File: src/rtl/wb_initiator_pkg.sv
// Shared types and defaults for the Wishbone classic-pipelined initiator.
package wb_initiator_pkg;

   localparam int ADDR_W_DEF    = 8;
   localparam int DATA_W_DEF    = 32;
   localparam int MAX_RETRY_DEF = 3;
   localparam int TIMEOUT_DEF   = 255;
   localparam int WDOG_W        = 16;

   // response codes carried on rsp_err_o
   localparam logic RSP_OK  = 1'b0;
   localparam logic RSP_ERR = 1'b1;

   typedef enum logic [2:0] {
      IDLE,
      REQ,
      WAIT,
      RETRY,
      RESP
   } t_wbi_state;

endpackage

File: src/rtl/wb_initiator_wdog.sv
// Ack-wait watchdog: counts cycles spent waiting on the slave and flags
// expiry on the TIMEOUT-th cycle. Only instantiated with WB_INIT_TIMEOUT_EN.
module wb_initiator_wdog
   import wb_initiator_pkg::*;
#(
   parameter int TIMEOUT = TIMEOUT_DEF
)(
   input  logic clk,
   input  logic rst,
   input  logic clr,
   input  logic run,
   output logic expired
);

   localparam logic [WDOG_W-1:0] LIMIT = WDOG_W'(TIMEOUT - 1);

   logic [WDOG_W-1:0] cnt;

   // cycle counter, restarted on every entry to REQ, saturates at the limit
   always_ff @(posedge clk or posedge rst) begin
      if (rst) begin
         cnt <= '0;
      end else if (clr) begin
         cnt <= '0;
      end else if (run && (cnt != LIMIT)) begin
         cnt <= cnt + 1'b1;
      end
   end

   assign expired = run && (cnt == LIMIT);

endmodule

File: src/rtl/wb_initiator.sv
// Wishbone classic-pipelined initiator: one outstanding single-word transfer,
// stall/ack/err/rty handling, one response per request.
// Optional ack-wait timeout enabled by defining WB_INIT_TIMEOUT_EN.
//
// state | meaning
// IDLE  | ready for a request, bus idle
// REQ   | cyc=1 stb=1, waiting for stall to drop
// WAIT  | cyc=1 stb=0, request taken, waiting for ack/err/rty
// RETRY | cyc=0 for one cycle before re-issue, or give up
// RESP  | one-cycle response strobe
module wb_initiator
   import wb_initiator_pkg::*;
#(
   parameter int ADDR_W    = ADDR_W_DEF,
   parameter int DATA_W    = DATA_W_DEF,
   parameter int MAX_RETRY = MAX_RETRY_DEF,
   parameter int TIMEOUT   = TIMEOUT_DEF
)(
   input  logic                clk_i,
   input  logic                rst_i,
   input  logic                req_valid_i,
   output logic                req_ready_o,
   input  logic                req_we_i,
   input  logic [ADDR_W-3:0]   req_adr_i,
   input  logic [DATA_W-1:0]   req_dat_i,
   input  logic [DATA_W/8-1:0] req_sel_i,
   output logic                rsp_valid_o,
   output logic [DATA_W-1:0]   rsp_dat_o,
   output logic                rsp_err_o,
   output logic                wb_cyc_o,
   output logic                wb_stb_o,
   output logic                wb_we_o,
   output logic [ADDR_W-1:0]   wb_adr_o,
   output logic [DATA_W/8-1:0] wb_sel_o,
   output logic [DATA_W-1:0]   wb_dat_o,
   input  logic [DATA_W-1:0]   wb_dat_i,
   input  logic                wb_ack_i,
   input  logic                wb_err_i,
   input  logic                wb_rty_i,
   input  logic                wb_stall_i
);

   localparam int RC_W = (MAX_RETRY < 1) ? 1 : $clog2(MAX_RETRY + 1);
   localparam logic [RC_W-1:0] RC_MAX = RC_W'(MAX_RETRY);

   // elaboration-time guard against parameter sets the datapath cannot honour
   if (DATA_W != 32 || TIMEOUT < 1 || ADDR_W < 3) begin : g_bad_cfg
      $error("wb_initiator: unsupported parameter set");
   end

   t_wbi_state        state_q, state_d;
   logic [RC_W-1:0]   retry_cnt;
   logic              rsp_err_d;
   logic              cyc_d, stb_d, rsp_valid_d;
   logic [DATA_W-1:0] rsp_dat_d;
   logic              accept;
   logic              timeout_hit;

   assign req_ready_o = (state_q == IDLE);
   assign accept      = req_valid_i && req_ready_o;

`ifdef WB_INIT_TIMEOUT_EN
   wb_initiator_wdog #(
      .TIMEOUT (TIMEOUT)
   ) u_wdog (
      .clk     (clk_i),
      .rst     (rst_i),
      .clr     ((state_d == REQ) && (state_q != REQ)),
      .run     ((state_q == REQ) || (state_q == WAIT)),
      .expired (timeout_hit)
   );
`else
   assign timeout_hit = 1'b0;
`endif

   // state register
   always_ff @(posedge clk_i or posedge rst_i) begin
      if (rst_i) state_q <= IDLE;
      else       state_q <= state_d;
   end

   // next-state decode; err outranks ack, ack outranks rty
   always_comb begin
      state_d   = state_q;
      rsp_err_d = RSP_OK;
      case (state_q)
         IDLE: if (accept) state_d = REQ;
         REQ: begin
            if (!wb_stall_i) begin
               if (wb_err_i) begin
                  state_d   = RESP;
                  rsp_err_d = RSP_ERR;
               end else if (wb_ack_i) begin
                  state_d = RESP;
               end else if (wb_rty_i) begin
                  state_d = RETRY;
               end else begin
                  state_d = WAIT;
               end
            end
         end
         WAIT: begin
            if (wb_err_i) begin
               state_d   = RESP;
               rsp_err_d = RSP_ERR;
            end else if (wb_ack_i) begin
               state_d = RESP;
            end else if (wb_rty_i) begin
               state_d = RETRY;
            end
         end
         RETRY: begin
            if (retry_cnt < RC_MAX) begin
               state_d = REQ;
            end else begin
               state_d   = RESP;
               rsp_err_d = RSP_ERR;
            end
         end
         RESP:    state_d = IDLE;
         default: state_d = IDLE;
      endcase
      // abort only when the slave gave no answer this cycle
      if (timeout_hit && ((state_d == REQ) || (state_d == WAIT))) begin
         state_d   = RESP;
         rsp_err_d = RSP_ERR;
      end
   end

   // next values of the registered bus and response outputs
   always_comb begin
      cyc_d       = (state_d == REQ) || (state_d == WAIT);
      stb_d       = (state_d == REQ);
      rsp_valid_d = (state_d == RESP);
      rsp_dat_d   = (rsp_err_d || wb_we_o) ? '0 : wb_dat_i;
   end

   // bus strobes and response outputs
   always_ff @(posedge clk_i or posedge rst_i) begin
      if (rst_i) begin
         wb_cyc_o    <= 1'b0;
         wb_stb_o    <= 1'b0;
         rsp_valid_o <= 1'b0;
         rsp_err_o   <= 1'b0;
         rsp_dat_o   <= '0;
      end else begin
         wb_cyc_o    <= cyc_d;
         wb_stb_o    <= stb_d;
         rsp_valid_o <= rsp_valid_d;
         rsp_err_o   <= rsp_valid_d ? rsp_err_d : 1'b0;
         if (rsp_valid_d) rsp_dat_o <= rsp_dat_d;
      end
   end

   // request fields are latched once and reused unchanged for every retry
   always_ff @(posedge clk_i or posedge rst_i) begin
      if (rst_i) begin
         wb_we_o  <= 1'b0;
         wb_adr_o <= '0;
         wb_dat_o <= '0;
         wb_sel_o <= '0;
      end else if (accept) begin
         wb_we_o  <= req_we_i;
         wb_adr_o <= {req_adr_i, 2'b00};
         wb_dat_o <= req_dat_i;
         wb_sel_o <= req_sel_i;
      end
   end

   // retry counter, cleared once the response goes out
   always_ff @(posedge clk_i or posedge rst_i) begin
      if (rst_i) begin
         retry_cnt <= '0;
      end else if (state_q == RESP) begin
         retry_cnt <= '0;
      end else if ((state_q == RETRY) && (retry_cnt < RC_MAX)) begin
         retry_cnt <= retry_cnt + 1'b1;
      end
   end

endmodule

File: config.mk
export PLATFORM = sky130hd
export DESIGN_NAME = wb_initiator
export DESIGN_NICKNAME = d
export VERILOG_FILES = /design/src/rtl/wb_initiator_pkg.sv /design/src/rtl/wb_initiator_wdog.sv /design/src/rtl/wb_initiator.sv
export SDC_FILE = /design/constraint.sdc
export NUM_CORES = 1
export LEC_CHECK = 0
export BUFFER_PORTS_ARGS = -buffer_cell sky130_fd_sc_hd__buf_2
export CELL_PAD_IN_SITES_DETAIL_PLACEMENT = 1
export CELL_PAD_IN_SITES_GLOBAL_PLACEMENT = 2
export CORE_MARGIN = 4
export CORE_UTILIZATION = 31
export CTS_CLUSTER_SIZE = 24
export DETAILED_ROUTE_END_ITERATION = 10
export GPL_TIMING_DRIVEN = 0
export PLACE_DENSITY = 0.95
export SYNTH_ARGS = -nofsm -noshare
export SYNTH_HDL_FRONTEND = slang
export SYNTH_SLANG_ARGS = --single-unit
File: constraint.sdc
create_clock -name clk_i -period 6.75 [get_ports clk_i]
set_input_delay 1.35 -clock clk_i [delete_from_list [all_inputs] [get_ports clk_i]]
set_output_delay 1.35 -clock clk_i [all_outputs]
set_load 0.01 [all_outputs]
# Yosys cells after proc, flatten, opt, wreduce, memory -nomap -nowiden
# Cells that the tools add are included.
# W data, S select, Z words.
[totals]
ff_bits = 84
output_inout_bits = 82
elab_cells = 44
in_bits = 82
[classes]
eq_ne = 7
n_reduce_logical = 6
n_lt_le_gt_ge = 1
n_mux = 18
addsub = 1
[op_table]
columns = ["operator", "count"]
rows = [
  ["$mux W32", 1],
  ["$mux W3", 8],
  ["$pmux W3 S4", 1],
  ["$eq A3 B2 Y1 const B", 3],
  ["$eq A3 B1 Y1 const B", 2],
  ["$eq A3 B3 Y1 const B", 2],
  ["$mux W1", 5],
  ["$mux W2", 2],
  ["$logic_not A3 Y1", 1],
  ["$pmux W1 S3", 1],
  ["$add A2 B1 Y2 const B", 1],
  ["$logic_and A1 B1 Y1", 2],
  ["$logic_or A1 B1 Y1", 2],
  ["$lt A2 B2 Y1 const B", 1],
  ["$reduce_bool A2 Y1", 1],
]

# Depth between registers and ports, before layout
# Gate-level depths: netlist of run 1.
[depth]
ltp_word = 7
mapped_depth = 7
mapped_depth_nobuf = 5

# Worst setup path before layout of run 1
# Ideal clock, no wire load.
[synth_timing]
path_type = "in2reg"
from = "input port wb_stall_i"
to = "register rsp_dat_o[24]"
cell_stages = 5
slack_ns = 4.119
arrival_ns = 2.510
required_ns = 6.628
path_cell_list = "or3b_1 > a211o_1 > buf_6 > buf_6 > a32o_1"
[synth_between]
elab_chain_cells = 4
elab_cells_between_ends = 7
cone_classes = "eq/ne (1); mux (5); reduce/logical (1)"
[synth_rtl]
columns = ["item", "line", "text"]
rows = [
  ["start, declared", "wb_initiator.sv:40", "input logic wb_stall_i"],
  ["$mux W1", "wb_initiator.sv:89", "if (!wb_stall_i) begin"],
  ["$pmux W1 S3", "wb_initiator.sv:86", "case (state_q)"],
  ["$logic_or A1 B1 Y1", "wb_initiator.sv:135", "rsp_dat_d = (rsp_err_d || wb_we_o) ? '0 : wb_dat_i;"],
  ["$mux W32", "wb_initiator.sv:135", ""],
  ["end signal, assigned", "wb_initiator.sv:151", "if (rsp_valid_d) rsp_dat_o <= rsp_dat_d;"],
  ["end, declared", "wb_initiator.sv:28", "output logic [DATA_W-1:0] rsp_dat_o,"],
]
# Several ways; a longest one is shown, not always the timed one.
# A chain may end at the register's enable or synchronous reset.

# Worst setup path after layout of run 1
[layout_timing]
from = "register state_q[1]"
to = "output port req_ready_o"
[layout_between]
elab_chain_cells = 1
[layout_rtl]
columns = ["item", "line", "text"]
rows = [
  ["start, declared", "wb_initiator.sv:51", "t_wbi_state state_q, state_d;"],
  ["start signal, assigned", "wb_initiator.sv:79", "else state_q <= state_d;"],
  ["$logic_not A3 Y1", "wb_initiator.sv:59", "assign req_ready_o = (state_q == IDLE);"],
  ["end, declared", "wb_initiator.sv:22", "output logic req_ready_o,"],
]
# Every way passes these cells.

==> flow_summary_export.csv, run 1 <==
group,metric,value,unit
cts,root_buffer,"clkbuf_8",
worst_setup_path,arrival,1370,ps
place,io_buffer_count,161,
final_layout,syn2layout_area_growth,36.6,%
routing,drcViolationCount,0,
cts,cts_tree,"yes",
routing,drt_iter0_drc,80,
cts,clock_latency,340,ps
worst_setup_path,critical_path_class,"reg2out",
grt,grt_pass1_wl,15.3,mm
cts,clk_pin_slew,80,ps
final_layout,multi_input_area,1040,sq um
sta,rsz0062_at_grt,"no",
power,total_leakage_power,2.28,nW
place,dp_slack,3860,ps
logic_synthesis,yosysWarnings,0,
sta,clock_skew,4.21,ps
floorplan,fp-row-count,37,
place,dp_hpwl,7.09,mm
routing,vias_per_cell,4.81,
power,finalPower,1.91,mW
final_layout,fin_area,4450,sq um
worst_setup_path,crit_path_start,"state_q[1]",
cts,cts_setup_buffers,0,
logic_synthesis,synth_top_cell_by_area,"dfrtp_1",
sta,setup_viol,0,
routing,vias,2557,
grt,grt_max_degree,52,
final_layout,fill_cells,1181,
logic_synthesis,ys_ff_latch,84,
sta,fin_setup_tns,0,ps
floorplan,ios,164,
sta,finalHoldViolCount,0,
sta,fin_ws,4030,ps
cts,cts_max_path_buffers,2,
sta,layout_min_cycle_time,2720,ps
routing,final_antenna_net_count,0,
sta,report.final.slew_viol_count,0,
place,placedInstanceArea,4270,sq um
worst_setup_path,rr_startpoint,"state_q[1]",
cts,numClockSinks,84,
worst_hold_path,min_from,"wb_sel_o[0]",
logic_synthesis,synthArstFlopShare,1.00,
logic_synthesis,synth-edff-count,0,
worst_setup_path,worstSetupStartpointType,"register",
power,power_density,430,nW/um^2
power,ir_drop,150,uV
cts,htree_levels,3,
worst_setup_path,end_kind,"primary output",
final_layout,antenna_cells,0,
routing,first_pass_iters,4,
outcome,status,"finished clean",
place,gp_congestion,0.708,
final_layout,drive_gt1_frac,0.601,
worst_setup_path,crit_fanout,10,
final_layout,nets,474,
cts,cts_resized,0,
floorplan,start_util,0.317,
logic_synthesis,avgSynthCellArea,15.0,sq um
sta,period_share,0.403,
routing,avgRoutedWirePerCell,17.3,microns
floorplan,dieHeight,111,microns
grt,grt-ovfl-total,0,
grt,antenna_found_initial,0,
logic_synthesis,synth_flop_cell,"dfrtp_1",
logic_synthesis,postSynthCellCount,217,
sta,max_freq,0.368,GHz
logic_synthesis,ys_seq_area_frac,0.645,
cts,cts_inserted_buffers,9,
grt,grt_pass1_vias,2917,
floorplan,die_x,111,microns
floorplan,die_area,12200,sq um
logic_synthesis,synthesis.area,3260,sq um
routing,wl,9.20,mm
run,cap_violations,0,
logic_synthesis,synth_top_area_frac,0.645,
logic_synthesis,yosys-top-cells-area,"dfrtp_1 (65%), mux2_2 (15%), a32o_1 (9.5%)",
logic_synthesis,netlist_top_cells_count,"dfrtp_1 (84), mux2_2 (44), a32o_1 (31)",
final_layout,utilization,0.433,
floorplan,core_area,10300,sq um
logic_synthesis,synth_most_common_cell,"dfrtp_1",
grt,grt_usage,0.154,
worst_hold_path,holdCritPathClass,"reg2reg",
worst_setup_path,cp.required,5400,ps
cts,cts_hold_buf,0,
final_layout,seq_area,2100,sq um
logic_synthesis,synth_cell_types,29,
-- cell families after synthesis --
| kind of cell | after synthesis | share of synthesized area |
|---|---|---|
| multiplexers | 44 | 0.152 |
| AO/OA/AOI/OAI | 39 | 0.112 |
| other | 1 | 0.00115 |
| XOR/XNOR | 1 | 0.00269 |
| buffers and inverters | 19 | 0.0369 |
| flip-flops | 84 | 0.645 |
| adder cells (fa/ha/maj) | 1 | 0.00384 |
| AND/OR/NAND/NOR | 28 | 0.0461 |
-- cell usage in the layout (no fill, tap or decap), types with 3 or more instances in the layout --
| cell type | netlist | routed |
|---|---|---|
| a21oi_1 | 3 | 3 |
| a32o_1 | 31 | 31 |
| and2_1 | 3 | 3 |
| buf_2 | 9 | 170 |
| buf_6 | 4 | 4 |
| clkbuf_1 | 3 | 5 |
| clkbuf_8 | 0 | 9 |
| clkinv_2 | 0 | 3 |
| dfrtp_1 | 84 | 84 |
| mux2_2 | 44 | 44 |
| nand2_1 | 6 | 6 |
| nor2_1 | 6 | 6 |
| nor3_1 | 3 | 3 |
-- metrics by stage --
step,instances,hold WS (ps)
after floorplan,218,477
after CTS,532,510
final,532,507
after global routing,532,518
after global placement,515,483
after detailed placement,516,491
-- registers in the layout (all words and copies together), names as in the netlist --
name / flops
state_q: 3
rsp_dat_o: 32
wb_dat_o: 32
wb_we_o: 1
rsp_valid_o: 1
rsp_err_o: 1
wb_sel_o: 4
wb_stb_o: 1
retry_cnt: 2
wb_adr_o: 6
wb_cyc_o: 1
-- power breakdown --
group / leakage, nW / internal (mW) / switching, mW / total [mW]
registers: 1.06 / 0.717 / 0.112 / 0.829
clock network: 0.0931 / 0.170 / 0.177 / 0.346
logic: 1.13 / 0.381 / 0.358 / 0.739
total: 2.28 / 1.27 / 0.647 / 1.91
-- per-layer routing --
| metal | vias to the layer above | track usage | part of all wire | routed length (microns) |
|---|---|---|---|---|
| met2 | 88 | 0.279 | 0.54 | 4960 |
| met4 | 0 | 0.0608 | 0.022 | 200 |
| met3 | 16 | 0.0400 | 0.050 | 462 |
| met1 | 1301 | 0.171 | 0.39 | 3580 |
| li1 | 1152 | - | - | - |
| met5 | - | 0 | 0 | 0 |
-- worst paths after layout --
kind	endpoint	slack, ps	depth (start not counted)
min in group asynchronous	wb_dat_o[26]	1020	2
min reg2reg	wb_sel_o[0]	510	1
max reg2reg	wb_adr_o[5]	4750	6
max in group asynchronous	rsp_dat_o[29]	5140	3
min	wb_sel_o[0]	510	1
max	req_ready_o	4030	3
-- area by class of cell --
cell class	instances	area share
repair buffers	162	0.187
multi-input cells	115	0.234
clock buffers	11	0.0295
well taps	136	0.0382
inverters	1	0.00141
plain buffers	18	0.0261
clock inverters	5	0.0118
flip-flops and latches	84	0.472
-- worst max-delay path, cell delays in order (launching register included) --
cell and delay, ps:
dfrtp_1 380, buf_2 180, nor3_1 280, buf_2 180
Power figures use the tool's default switching activity.
==> inputs of run 2 (changes only) <==
CORE_UTILIZATION = 28   (was 31)
PLACE_DENSITY = 0.9   (was 0.95)
clock period = 2.6 ns   (was 6.75 ns; I/O delays follow)
==> run 2 against run 1 <==
Net effect: final area increased by 2.8%; first-iteration DRC count increased by 6.3%; largest cell class unchanged; final cell count increased by 1.3%; critical endpoint is now wb_dat_o[9].
==> flow_summary_export.csv, run 2 (synthesis gave the netlist of run 1 again) <==
group,metric,value,unit
worst_setup_path,cp.required,2820,ps
sta,clock_skew,3.10,ps
routing,final_antenna_net_count,0,
final_layout,reg_top3,"rsp_dat_o x32, wb_dat_o x32, wb_adr_o x6",
run,cap_violations,0,
floorplan,ios,164,
power,total_leakage_power,2.33,nW
worst_setup_path,arrival,2180,ps
worst_setup_path,worstSetupStartpointType,"register",
sta,layout_min_cycle_time,1960,ps
grt,grt-ovfl-total,0,
sta,period_share,0.756,
power,intPower,3.62,mW
sta,fin_setup_tns,0,ps
worst_setup_path,critical_path_class,"reg2reg",
final_layout,final_common_cell,"buf_2",
cts,cts_setup_buffers,0,
place,dp_hpwl,6.94,mm
power,p_switching,1.69,mW
floorplan,fp-row-count,39,
power,combPwrFrac,0.360,
floorplan,die_x,116,microns
routing,drcViolationCount,0,
cts,cts_hold_buf,0,
worst_setup_path,end_kind,"register",
cts,cts_max_path_buffers,2,
final_layout,layout_common_cells,"buf_2 (170), dfrtp_1 (84), mux2_2 (44), a32o_1 (31), clkbuf_16 (9)",
power,p_sw_frac,0.318,
cts,root_buffer,"clkbuf_16",
routing,avgRoutedWirePerCell,16.5,microns
routing,wl,8.88,mm
grt,grt_max_degree,42,
power,power_frac_seq,0.406,
cts,cts_tree,"yes",
routing,vias,2534,
outcome,status,"finished clean",
sta,rsz0062_at_grt,"no",
cts,cts_resized,0,
worst_setup_path,reg2reg_depth,6,
cts,cts_inserted_buffers,9,
routing,drt_iter0_drc,85,
power,ir_drop,647,uV
grt,grt_pass1_wl,14.3,mm
cts,numClockSinks,84,
routing,vias_per_cell,4.70,
floorplan,die_area,13400,sq um
final_layout,drive_gt1_frac,0.598,
final_layout,antenna_cells,0,
place,io_buffer_count,161,
worst_setup_path,crit_fanout,10,
power,pwr-share-clk,0.233,
sta,finalHoldViolCount,0,
sta,setup_viol,0,
floorplan,core_area,11400,sq um
power,finalPower,5.31,mW
final_layout,nets,475,
routing,first_pass_iters,4,
sta,report.final.slew_viol_count,0,
worst_hold_path,holdCritPathClass,"in2async",
sta,max_freq,0.509,GHz
cts,clock_latency,330,ps
cts,clk_pin_slew,60,ps
cts,htree_levels,3,
grt,grt_usage,0.138,
place,gp_congestion,0.731,
final_layout,syn2layout_area_growth,40.4,%
floorplan,dieHeight,116,microns
floorplan,start_util,0.285,
grt,grt_pass1_vias,2782,
power,power_density,1160,nW/um^2
grt,antenna_found_initial,0,
-- run 2: cell count changes in the layout (fill, tap and decap cells not counted), sizes merged --
cell	previous run	this run
inv	1	0
clkinv	3	1
buf	177	178
clkbuf	14	16
-- run 2: critical path, cell delays in order (launching register included) --
cell and delay [ps]:
dfrtp_1 360, buf_2 180, nor3_1 280, and2_1 160, buf_2 200, buf_2 290
mux2_2 370
-- run 2: layer usage --
metal	track usage	wire, microns	vias up
li1	-	-	1157
met1	0.166	3540	1246
met2	0.216	4230	120
met4	0.0673	172	0
met5	0	0	-
met3	0.0559	939	11
-- run 2: power by group through the flow --
stage	logic, mW	clock network [mW]	registers [mW]
final	1.91	1.24	2.16
after floorplan	0.835	0	2.42
after global placement	1.89	0	2.14
after CTS	1.96	1.29	2.17
after detailed placement	1.96	0	2.18
after global routing	2.10	1.36	2.24
-- run 2: worst paths after layout --
| check | startpoint | end | slack, ps |
|---|---|---|---|
| max in group asynchronous | rst_i | rsp_dat_o[20] | 2010 |
| min reg2reg | wb_sel_o[3] | wb_sel_o[3] | 500 |
| min in group clk_i | wb_dat_i[13] | rsp_dat_o[13] | 400 |
| max | state_q[1] | wb_dat_o[9] | 640 |
| min | rst_i | wb_dat_o[2] | 120 |
| max reg2reg | state_q[1] | wb_dat_o[9] | 640 |
-- run 2: cell type report --
| cell class | instances | area, sq um |
|---|---|---|
| flip-flops and latches | 84 | 2100 |
| clock buffers | 13 | 250 |
| inverters | 1 | 7.51 |
| plain buffers | 18 | 116 |
| well taps | 143 | 179 |
| fillers | 1278 | 6840 |
| repair buffers | 163 | 846 |
| multi-input cells | 115 | 1040 |
| clock inverters | 2 | 35.0 |
-- run 2: through the flow --
stage | instance area [sq um] | utilization | hold WS, ps | setup WS (ps) | instances
3_5_place_dp | 4290 | 0.376 | 468 | 487 | 524
2_1_floorplan | 3270 | - | 477 | 737 | 218
4_1_cts | 4580 | 0.401 | 102 | 614 | 539
5_1_grt | 4580 | 0.401 | 111 | 486 | 539
3_3_place_gp | 4250 | 0.372 | 484 | 526 | 522
6_report | 4580 | 0.401 | 118 | 635 | 539
